File: src/rtl/wptr_full_if.sv
// Write-domain FIFO pointer bus: write request/clear and synchronized read pointer in,
// write address, Gray pointer and status flags out.
interface wptr_full_if #(
  parameter int add_size = 3
);
  logic                wr_inc;
  logic                wr_ovf_clr;
  logic [add_size:0]   rd_ptr_sync;
  logic [add_size-1:0] wr_addr;
  logic [add_size:0]   wr_ptr;
  logic                full;
  logic [add_size:0]   wr_level;
  logic                almost_full;
  logic                overflow;

  modport master (
    output wr_inc, wr_ovf_clr, rd_ptr_sync,
    input  wr_addr, wr_ptr, full, wr_level, almost_full, overflow
  );

  modport slave (
    input  wr_inc, wr_ovf_clr, rd_ptr_sync,
    output wr_addr, wr_ptr, full, wr_level, almost_full, overflow
  );
endinterface

File: src/rtl/wptr_full.sv
// Async FIFO write-side pointer, full flag, fill level and sticky overflow (wr_clk domain).
// Optional almost-full comparator enabled by defining WPTR_ALMOST_FULL_EN.
module wptr_full #(
  parameter int add_size  = 3,
  parameter int AF_THRESH = 6
) (
  input logic        wr_clk,
  input logic        wr_rst,
  wptr_full_if.slave bus
);

  if (add_size < 2 || AF_THRESH < 1 || AF_THRESH > (1 << add_size)) begin : g_bad_param
    $error("wptr_full: add_size must be >= 2 and AF_THRESH within 1..2**add_size");
  end

  function automatic logic [add_size:0] gray2bin(input logic [add_size:0] g);
    logic [add_size:0] b;
    b[add_size] = g[add_size];
    for (int i = add_size - 1; i >= 0; i--) begin
      b[i] = b[i+1] ^ g[i];
    end
    return b;
  endfunction

  logic [add_size:0] r_wbin;
  logic [add_size:0] r_wptr;
  logic              r_full;
  logic [add_size:0] r_level;
  logic              r_af;
  logic              r_ovf;

  logic              w_accept;
  logic [add_size:0] w_wbin_next;
  logic [add_size:0] w_wgray_next;
  logic [add_size:0] w_rbin_sync;
  logic [add_size:0] w_full_cmp;
  logic [add_size:0] w_level_next;
  logic              w_full_next;
  logic              w_af_next;

  assign w_accept     = bus.wr_inc & ~r_full;
  assign w_wbin_next  = r_wbin + {{add_size{1'b0}}, w_accept};
  assign w_wgray_next = (w_wbin_next >> 1) ^ w_wbin_next;
  assign w_rbin_sync  = gray2bin(bus.rd_ptr_sync);
  // Full when the write pointer has lapped the read pointer: top two Gray bits inverted.
  assign w_full_cmp   = {~bus.rd_ptr_sync[add_size:add_size-1], bus.rd_ptr_sync[add_size-2:0]};
  assign w_full_next  = (w_wgray_next == w_full_cmp);
  assign w_level_next = w_wbin_next - w_rbin_sync;

`ifdef WPTR_ALMOST_FULL_EN
  localparam logic [add_size:0] AF_LVL = (add_size+1)'(AF_THRESH);
  assign w_af_next = (w_level_next >= AF_LVL);
`else
  assign w_af_next = 1'b0;
`endif

  // p0: single write-clock register stage for every output
  always_ff @(posedge wr_clk) begin
    if (!wr_rst) begin
      r_wbin  <= '0;
      r_wptr  <= '0;
      r_full  <= 1'b0;
      r_level <= '0;
      r_af    <= 1'b0;
      r_ovf   <= 1'b0;
    end else begin
      r_wbin  <= w_wbin_next;
      r_wptr  <= w_wgray_next;
      r_full  <= w_full_next;
      r_level <= w_level_next;
      r_af    <= w_af_next;
      if (bus.wr_inc && r_full) begin
        r_ovf <= 1'b1;
      end else if (bus.wr_ovf_clr) begin
        r_ovf <= 1'b0;
      end
    end
  end

  assign bus.wr_addr     = r_wbin[add_size-1:0];
  assign bus.wr_ptr      = r_wptr;
  assign bus.full        = r_full;
  assign bus.wr_level    = r_level;
  assign bus.almost_full = r_af;
  assign bus.overflow    = r_ovf;

endmodule

File: src/flat_wrapper.sv
// flat-port wrapper written by rule: the top's interface ports become plain ports
module wptr_full_flat 
#(
  parameter int add_size  = 3,
  parameter int AF_THRESH = 6
)
  (wr_clk, wr_rst, bus_wr_inc, bus_wr_ovf_clr, bus_rd_ptr_sync, bus_wr_addr, bus_wr_ptr, bus_full, bus_wr_level, bus_almost_full, bus_overflow);
  wptr_full_if #(.add_size(add_size)) bus_i ();
  input logic wr_clk;
  input logic wr_rst;
  input wire logic [$bits(bus_i.wr_inc)-1:0] bus_wr_inc;
  input wire logic [$bits(bus_i.wr_ovf_clr)-1:0] bus_wr_ovf_clr;
  input wire logic [$bits(bus_i.rd_ptr_sync)-1:0] bus_rd_ptr_sync;
  output wire logic [$bits(bus_i.wr_addr)-1:0] bus_wr_addr;
  output wire logic [$bits(bus_i.wr_ptr)-1:0] bus_wr_ptr;
  output wire logic [$bits(bus_i.full)-1:0] bus_full;
  output wire logic [$bits(bus_i.wr_level)-1:0] bus_wr_level;
  output wire logic [$bits(bus_i.almost_full)-1:0] bus_almost_full;
  output wire logic [$bits(bus_i.overflow)-1:0] bus_overflow;
  assign bus_i.wr_inc = bus_wr_inc;
  assign bus_i.wr_ovf_clr = bus_wr_ovf_clr;
  assign bus_i.rd_ptr_sync = bus_rd_ptr_sync;
  assign bus_wr_addr = bus_i.wr_addr;
  assign bus_wr_ptr = bus_i.wr_ptr;
  assign bus_full = bus_i.full;
  assign bus_wr_level = bus_i.wr_level;
  assign bus_almost_full = bus_i.almost_full;
  assign bus_overflow = bus_i.overflow;
  wptr_full #(.add_size(add_size), .AF_THRESH(AF_THRESH)) u_core (.wr_clk(wr_clk), .wr_rst(wr_rst), .bus(bus_i));
endmodule
File: config.mk
export PLATFORM = sky130hd
export DESIGN_NAME = wptr_full_flat
export DESIGN_NICKNAME = d
export VERILOG_FILES = /design/src/rtl/wptr_full_if.sv /design/src/rtl/wptr_full.sv /design/src/flat_wrapper.sv
export SDC_FILE = /design/constraint.sdc
export NUM_CORES = 1
export LEC_CHECK = 0
export CORE_MARGIN = 4
export CORE_UTILIZATION = 39
export CTS_BUF_LIST = sky130_fd_sc_hd__clkbuf_16
export DETAILED_ROUTE_END_ITERATION = 12
export HOLD_SLACK_MARGIN = 0.02
export PLACE_DENSITY = 0.73
export RECOVER_POWER = 50
export SYNTH_ARGS = -nofsm -noshare
export SYNTH_HDL_FRONTEND = slang
export SYNTH_SLANG_ARGS = --single-unit
File: constraint.sdc
create_clock -name wr_clk -period 2.4 [get_ports wr_clk]
set_input_delay 0.48 -clock wr_clk [delete_from_list [all_inputs] [get_ports wr_clk]]
set_output_delay 0.48 -clock wr_clk [all_outputs]
set_load 0.005 [all_outputs]
==> impl_metrics.ini, run 1 <==
[routing]
drc = 0
routed_via_density = 4.591
drt_iter0_markers = 1
drtPass1Iterations = 2
routed_wl_um = 1298
detail-route-antenna-nets = 0
vias = 528
routedWlPerCell_um = 11.29

[sta]
final_max_slew_viol_count = 0
setup_viol = 0
clock.fmax_mhz = 433.5
rsz0062_at_grt = no
setup-tns-final_ns = 0
period_minus_slack_ns = 2.307
final.period_utilization_pct = 96.12
hold_viol_final = 0
clock_skew_ns = 0.003046

[setup_path]
worstPathRequired_ns = 2.52
cp-end-kind = register
cp_max_fo = 2
reg2reg_depth = 8
r2r_start = u_core.bus.full
crit_start = bus_wr_inc
cp-start-kind = input port
regToRegSetupSlack_ns = 0.26
crit_arrival_ns = 2.43
crit_type = input port to register
regToRegEndpoint = u_core.bus.wr_level[3]

[global_route]
antenna_found_initial = 0
grt_pass1_vias = 510
grt_max_degree = 14
grt_use_total_pct = 12.02
grt_pass1_wl_um = 2180
grt.overflow.total = 0

[synthesis]
synth-seq-area-share_pct = 39.92
postSynthCellCount = 63
ys_ff_latch = 13
syn_area_sq_um = 651.9
avgSynthCellArea_sq_um = 10.35
synth-warning-count = 0
synth_cell_type_count = 24
synth_nets = 76

[clock_network]
ctsHtreeMaxLevel = 1
clkSinkCount = 13
cts_tree = done
hold_buffers = 0
clk_pin_slew_ns = 0.04
clk_latency_ns = 0.24
cts_buffers = 3
cts-root-buf = clkbuf_16
clockBufferDepth = 2

[layout]
layout_common_cells = 13 x buf_4, 13 x dfxtp_1, 9 x xnor2_1
area.growth.synth_to_final_pct = 66.22
n_antenna_cell = 0
final_nets = 113
fin_util_pct = 70.29
drive_gt1_share_pct = 27.27
nFillCells = 117

[floorplanning]
die_area_sq_um = 2390
core-area_sq_um = 1541
floorplan.initialDensity_pct = 42.29
row_count = 14
die_w_um = 48.89
ioPinCount = 22
fp.dieH_um = 48.89

[worst_hold_path]
hp-class = register to register
whs_path_depth = 2
min_to = u_core.bus.overflow
hp-start = u_core.bus.overflow

[pwr]
ir_worst_vdd_mv = 0.4471
p_leak_nw = 0.4731
p_per_area_nw_per_um2 = 735.8

[placed_design]
dp_hpwl_um = 981.1
portBuffers = 20
gp_congestion = 0.7955

[flow_run]
max_cap_viol_count = 0

[status]
status = completed
==> cells by family after synthesis <==
kind of cell / Yosys count / share of synthesized area [%]
AO/OA/AOI/OAI: 4 / 3.840
XOR/XNOR: 13 / 18.62
multiplexers: 2 / 3.263
flip-flops: 13 / 39.92
other: 1 / 0.5753
AND/OR/NAND/NOR: 18 / 16.31
buffers and inverters: 5 / 3.455
adder cells (fa/ha/maj): 7 / 14.01
==> worst max-delay path by stage <==
stage / to / slack [ns] / cells past startpoint
after floorplan: u_core.bus.wr_level[3] / 0.003 / 8
after global placement: u_core.bus.wr_level[3] / -0.52 / 9
after detailed placement: u_core.bus.wr_level[3] / -0.54 / 10
after CTS: u_core.bus.wr_level[3] / 0.005 / 10
after global routing: u_core.bus.wr_level[3] / 0.004 / 9
final: u_core.bus.wr_level[3] / 0.09 / 9
==> metal layers <==
layer | global-route usage [%] | wire length, um | vias to the layer above | share of wire [%]
met5 | 0 | 0 | - | 0
met4 | 10.76 | 46 | 0 | 3.5
met3 | 1.835 | 36 | 4 | 2.8
met2 | 18.70 | 673 | 9 | 52
met1 | 13.97 | 541 | 242 | 42
li1 | - | - | 273 | -
==> registers in the layout (all words and copies together) (netlist names) <==
register and flops:
u_core.r_wbin 3, u_core.bus.wr_level 4, u_core.bus.wr_ptr 4, u_core.bus.full 1
u_core.bus.overflow 1
==> cells in the mapped netlist <==
cell	n	area share [%]
dfxtp_1	13	40
xnor2_2	1	2.5
maj3_2	1	1.7
maj3_1	1	1.5
inv_1	2	1.2
inv_2	1	0.58
xnor2_1	9	12
conb_1	1	0.58
clkbuf_1	1	0.58
mux2_1	1	1.7
nand2_1	1	0.58
buf_4	1	1.2
nand3_1	3	2.3
mux2i_1	1	1.5
fa_1	1	3.1
ha_1	4	7.7
or3_1	1	0.96
a21o_1	1	1.2
a21boi_0	1	1.2
nand2b_1	1	0.96
and2_1	8	7.7
xor2_1	3	4.0
nor2b_1	4	3.8
a21oi_1	2	1.5
==> worst max-delay path, cell delays in order <==
cell and delay, ns:
dlygate4sd2_1 0.25, nor2b_4 0.13, ha_4 0.16, ha_4 0.24
ha_4 0.23, a21o_1 0.16, maj3_2 0.30, mux2i_1 0.14
mux2_1 0.33
==> through the flow <==
stage	setup slack (ns)	cells	area [sq um]	power, mW	hold slack, ns
after floorplan	0.003040	63	664.4	0.3833	0.4699
after global placement	-0.5186	107	948.4	0.4861	0.4676
after detailed placement	-0.5387	107	948.4	0.4877	0.4806
after CTS	0.004989	113	1089	0.8130	0.4856
after global routing	0.004224	115	1084	0.8472	0.5184
final	0.09301	115	1084	0.7973	0.4756
==> power breakdown <==
group | switching, mW | total (mW) | internal (mW)
clock | 0.0807 | 0.299 | 0.219
sequential | 0.00964 | 0.254 | 0.245
combinational | 0.0926 | 0.244 | 0.151
==> timing repair <==
action / CTS / global route
resized for setup: 13 / 3
setup endpoints to repair: 3 / 1
pin swaps: 5 / 7
setup buffers: 2 / 2
==> area by class of cell <==
cell class                      count  area (sq um)  share of cell area (%)
Multi-Input combinational cell     45         424.2                   39.15
Timing Repair Buffer               34         289.0                   26.67
Sequential cell                    13         260.3                   24.02
Clock buffer                        3         75.07                   6.928
Tap cell                           16         20.02                   1.848
Inverter                            3         11.26                   1.039
Clock inverter                      1         3.754                  0.3464
Power figures use the tool's default switching activity.
==> inputs of run 2 (changes only) <==
--- a/config.mk
+++ b/config.mk
@@ -5,8 +5,9 @@
 export SDC_FILE = /design/constraint.sdc
 export NUM_CORES = 1
 export LEC_CHECK = 0
+export ABC_AREA = 1
 export CORE_MARGIN = 4
-export CORE_UTILIZATION = 39
+export CORE_UTILIZATION = 41
 export CTS_BUF_LIST = sky130_fd_sc_hd__clkbuf_16
 export DETAILED_ROUTE_END_ITERATION = 12
 export HOLD_SLACK_MARGIN = 0.02
==> run 2 against run 1 <==
Net effect:
- sequential cell count stayed put
- routed wire length is 25% higher
- global-route usage is 3.0 points higher
- synthesized cell count is 68% higher
- critical path depth is 2 higher
- first-iteration DRC count grew to 14 times the previous value
- via count is 38% higher
- design area is 3.6% higher
- critical path type unchanged
- largest cell class unchanged
- largest power group unchanged
- highest routed layer unchanged
==> impl_metrics.ini, run 2 <==
[synthesis]
syn_area_sq_um = 755.7
synth_nets = 119
postSynthCellCount = 106
synth_most_common_cell = nand2_1
ys_dominant_reg_cell = dfxtp_1
synthTopCellsByArea = dfxtp_1 34%, nand2_1 12%, nand3_1 9.9%
ys_ff_latch = 13
synth_simple_gate_area_share_pct = 39.57
synth_top_family_by_area = simple AND/OR/NAND/NOR gates
synth_cell_type_count = 18
yosys.area.top_type = dfxtp_1
synth_edf_count = 0
synth_xor_area_share_pct = 2.318
synth_compound_area_share_pct = 4.967
avgSynthCellArea_sq_um = 7.129
synth-seq-area-share_pct = 34.44
async_flop_share_pct = 0
ys_top_cells_by_count = 24 x nand2_1, 15 x inv_1, 15 x nand3_1
synth-adder-area-share_pct = 9.272
yosys.area.top_type_share_pct = 34.44
synth-warning-count = 0
synth.area.mux_share_pct = 0

[setup_path]
crit_type = input port to register
critPathMaxStageDelay_ns = 0.51
path_buf_inv = 4
crit_arrival_ns = 2.37
cp-end-kind = register
crit_top_cell = inv_1
cp-start-kind = input port
cp_cell_sequence = clkdlybuf4s50_1 -> inv_1 -> nand2_1 -> nand2_2 -> xor2_4 -> xnor2_1 -> ha_1 -> inv_1 -> fa_1 -> nand2_1 -> inv_1
critPathSlowestCell = clkdlybuf4s50_1
cp_max_fo = 3
critical-path-top-delay-family = buffers and inverters
worstPathRequired_ns = 2.54

[layout]
layout_common_cells = 24 x nand2_1, 16 x inv_1, 15 x nand3_1, 13 x dfxtp_1, 11 x dlygate4sd3_1
area.growth.synth_to_final_pct = 48.51
fin_area_sq_um = 1122
stdcell_count = 160
final_nets = 149
drive_gt1_share_pct = 18.52
n_antenna_cell = 0
layout_commonest_cell = nand2_1
nFillCells = 160
fin_util_pct = 64.30

[floorplanning]
ioPinCount = 22
die_w_um = 50.93
floorplan.initialDensity_pct = 43.30
fp.dieH_um = 50.93
row_count = 15
core-area_sq_um = 1745
die_area_sq_um = 2594

[placed_design]
dp_cells = 156
dp_hpwl_um = 1328
portBuffers = 20
dpl_cell_area_sq_um = 1025
gp_congestion = 0.7677

[flow_run]
max_cap_viol_count = 0

[routing]
vias = 730
drt_iter0_markers = 14
routed_via_density = 4.563
routedWlPerCell_um = 10.16
drtPass1Iterations = 4
detail-route-antenna-nets = 0
routed_wl_um = 1626
drc = 0

[status]
status = completed

[clock_network]
cts_tree = done
ctsHtreeMaxLevel = 1
cts_setup_buffers = 0
cts-root-buf = clkbuf_16
post_cts_resized = 0
clkSinkCount = 13
hold_buffers = 0
cts_buffers = 3
clockBufferDepth = 2
clk_pin_slew_ns = 0.04
clk_latency_ns = 0.24

[sta]
holdWs_ns = 0.4566
hold_viol_final = 0
clock.fmax_mhz = 447.9
rsz0062_at_grt = no
period_minus_slack_ns = 2.232
final_max_slew_viol_count = 0
setup_viol = 0
final.period_utilization_pct = 93.02
setup-tns-final_ns = 0
clock_skew_ns = 0.003691

[pwr]
ir_worst_vdd_mv = 0.3814
p_leak_nw = 0.5867
p_sw_mw = 0.1893
p_int_mw = 0.5597
power.clock.fraction_pct = 41.1
netSwitchingFraction_pct = 25.27
p_comb_share_pct = 25.8
seqPwrFrac_pct = 33.1
p_per_area_nw_per_um2 = 667.3

[global_route]
antenna_found_initial = 0
grt_pass1_vias = 694
grt.overflow.total = 0
grt_use_total_pct = 14.99
grt_pass1_wl_um = 2835
grt_max_degree = 8

[worst_hold_path]
hp-class = register to register
-- run 2: cell count changes after synthesis, moves of 4 or more --
cell,previous run,this run
a21oi_1,2,6
and2_1,8,0
inv_1,2,15
nand2_1,1,24
nand2_2,0,10
nand3_1,3,15
nor2_1,0,8
nor2b_1,4,0
xnor2_1,9,1
-- run 2: cell type report --
cell class | instances | area (sq um) | area share [%]
Multi-Input combinational cell | 76 | 446.7 | 39.80
Clock buffer | 3 | 75.07 | 6.689
Timing Repair Buffer | 26 | 245.2 | 21.85
Clock inverter | 1 | 3.754 | 0.3344
Inverter | 16 | 60.06 | 5.351
Sequential cell | 13 | 260.3 | 23.19
Tap cell | 25 | 31.28 | 2.787
-- run 2: worst reg2reg max path, stage by stage, from the launching register on --
cell and delay (ns):
dfxtp_1 0.33, nor2_1 0.06, ha_1 0.20, ha_1 0.31, ha_1 0.30, a21o_1 0.19, nand2_2 0.06, nand2_1 0.05
nor2_1 0.13, nor2_2 0.05
-- run 2: cells by family (layout without fill, tap and decap cells) --
group	after synthesis	in the layout
other	1	1
adders and majority gates	5	5
xor gates and xnor gates	2	2
AOI/OAI and AO/OA	7	7
and+or+nand+nor	61	61
buffers and inverters	17	46
DFF	13	13
-- run 2: worst paths after layout --
kind / startpoint / to / slack [ns] / depth (start not counted)
worst min register to register: u_core.bus.overflow / u_core.bus.overflow / 0.46 / 2
worst max register to register: u_core.bus.full / u_core.bus.wr_level[3] / 0.62 / 9
worst max-delay path: bus_rd_ptr_sync[3] / u_core.bus.wr_level[1] / 0.17 / 11
worst min-delay path: u_core.bus.overflow / u_core.bus.overflow / 0.46 / 2
-- run 2: stage by stage --
step           setup slack [ns]  power [mW]
3_5_place_dp            -0.1797      0.4522
3_3_place_gp            -0.1527      0.4472
5_1_grt               0.0003366      0.7981
2_1_floorplan            0.4015      0.3593
4_1_cts                 0.05711      0.7646
6_report                 0.1675      0.7489
-- run 2: per-layer routing --
layer / global-route usage, % / part of all wire [%] / vias to the layer above
met1: 16.07 / 42 / 324
met4: 10.76 / 2.9 / 0
li1: - / - / 385
met2: 25.11 / 50 / 17
met5: 0 / 0 / -
met3: 4.082 / 5.2 / 4
-- run 2: power by group through the flow --
| stage | Clock (mW) | Combinational, mW | Sequential, mW |
|---|---|---|---|
| after floorplan | 0 | 0.103 | 0.256 |
| after global placement | 0 | 0.195 | 0.252 |
| after detailed placement | 0 | 0.198 | 0.254 |
| after CTS | 0.316 | 0.199 | 0.250 |
| after global routing | 0.327 | 0.220 | 0.251 |
| final | 0.308 | 0.193 | 0.248 |
==> inputs of run 3 (changes only) <==
--- a/config.mk
+++ b/config.mk
@@ -11,7 +11,7 @@
 export CTS_BUF_LIST = sky130_fd_sc_hd__clkbuf_16
 export DETAILED_ROUTE_END_ITERATION = 12
 export HOLD_SLACK_MARGIN = 0.02
-export PLACE_DENSITY = 0.73
+export PLACE_DENSITY_LB_ADDON = 0.05
 export RECOVER_POWER = 50
 export SYNTH_ARGS = -nofsm -noshare
 export SYNTH_HDL_FRONTEND = slang
==> run 3 against run 2 <==
Net effect:
- global-route usage rose by 0.052 points
- register-to-register slack worse by 0.02 ns
- setup slack improved by 0.0014 ns
- non-clock buffer count grew 1
==> impl_metrics.ini, run 3 (synthesis results as in run 2) <==
[setup_path]
crit_type = input port to register
worstPathRequired_ns = 2.53
cp-end-kind = register
cp_max_fo = 3
crit_arrival_ns = 2.37
cp-start-kind = input port

[layout]
nFillCells = 165
layout_common_cells = 24 x nand2_1, 16 x inv_1, 15 x nand3_1, 13 x dfxtp_1, 12 x dlygate4sd3_1
final_nets = 150
layout_commonest_cell = nand2_1
drive_gt1_share_pct = 18.38
n_antenna_cell = 0
area.growth.synth_to_final_pct = 47.02

[pwr]
p_per_area_nw_per_um2 = 676.7
ir_worst_vdd_mv = 0.4439
total_power_mw = 0.7518
p_leak_nw = 0.5920

[sta]
setup-tns-final_ns = 0
setup_viol = 0
rsz0062_at_grt = no
final_max_slew_viol_count = 0
clock.fmax_mhz = 448.2
final.period_utilization_pct = 92.96
clock_skew_ns = 0.003687
period_minus_slack_ns = 2.231
holdWs_ns = 0.4519
hold_viol_final = 0

[routing]
vias = 757
drtPass1Iterations = 3
drc = 0
routed_wl_um = 1704
routed_via_density = 4.702
detail-route-antenna-nets = 0
routedWlPerCell_um = 10.58
drt_iter0_markers = 7

[clock_network]
cts_tree = done
cts-root-buf = clkbuf_16
hold_buffers = 0
post_cts_resized = 0
clk_pin_slew_ns = 0.04
clk_latency_ns = 0.24
ctsHtreeMaxLevel = 1
clockBufferDepth = 2
cts_setup_buffers = 0
cts_buffers = 3
clkSinkCount = 13

[floorplanning]
fp.dieH_um = 50.93
die_area_sq_um = 2594
row_count = 15
ioPinCount = 22
floorplan.initialDensity_pct = 43.30
die_w_um = 50.93
core-area_sq_um = 1745

[placed_design]
gp_congestion = 0.8140
dp_hpwl_um = 1349
portBuffers = 20

[global_route]
antenna_found_initial = 0
grt.overflow.total = 0
grt_use_total_pct = 15.05
grt_pass1_vias = 726
grt_max_degree = 8
grt_pass1_wl_um = 2898

[worst_hold_path]
hp-class = register to register

[status]
status = completed

[flow_run]
max_cap_viol_count = 0
[run 3: cell count changes in the layout (fill, tap and decap cells not counted)]
cell,previous run,this run
xor2_1,0,1
buf_4,6,7
dlygate4sd3_1,11,12
clkdlybuf4s50_1,9,8
xor2_4,1,0
[run 3: path summary, 6_finish.rpt]
| kind | from | endpoint | slack (ns) | cells past startpoint |
|---|---|---|---|---|
| worst max-delay path | bus_rd_ptr_sync[3] | u_core.bus.wr_level[1] | 0.17 | 11 |
| worst min-delay path | u_core.bus.overflow | u_core.bus.overflow | 0.45 | 2 |
| worst max register to register | u_core.bus.full | u_core.bus.wr_level[3] | 0.60 | 9 |
| worst min register to register | u_core.bus.overflow | u_core.bus.overflow | 0.45 | 2 |
[run 3: layout make-up]
type                       instances  area [sq um]  area share (%)
tap                               25         31.28           2.815
clock inverter                     1         3.754          0.3378
timing repair buffer              27         252.7           22.75
inverter                          16         60.06           5.405
sequential                        13         260.3           23.42
clock buffer                       3         75.07           6.757
multi-input combinational         76         427.9           38.51
[run 3: worst max-delay path, stage by stage]
cell and delay [ns]:
clkdlybuf4s50_1 0.51, inv_1 0.07, nand2_1 0.10, nand2_2 0.08
xor2_1 0.21, xnor2_1 0.15, ha_1 0.17, inv_1 0.06
fa_1 0.44, nand2_1 0.08, inv_1 0.04
[run 3: per-layer routing]
| metal | up-vias | GRT usage, % | part of all wire, % |
|---|---|---|---|
| met4 | 0 | 10.31 | 3.6 |
| met5 | - | 0 | 0 |
| met2 | 19 | 26.82 | 50 |
| met1 | 337 | 15.86 | 42 |
| li1 | 393 | - | - |
| met3 | 8 | 2.624 | 4.6 |
[run 3: per-stage QoR]
stage / util [%] / std cells / area [sq um] / worst slack [ns]
global route: 63.66 / 161 / 1111 / 0.02112
global placement: 59.14 / 157 / 1032 / -0.04963
CTS: 63.66 / 161 / 1111 / 0.1604
floorplan: - / 106 / 755.7 / 0.4015
finish: 63.66 / 161 / 1111 / 0.1689
detailed placement: 59.14 / 157 / 1032 / -0.06227
[run 3: report_power, final]
part	switching [mW]	internal [mW]	total, mW
Clock	0.0887	0.219	0.308
Sequential	0.00802	0.240	0.248
Combinational	0.0943	0.101	0.195
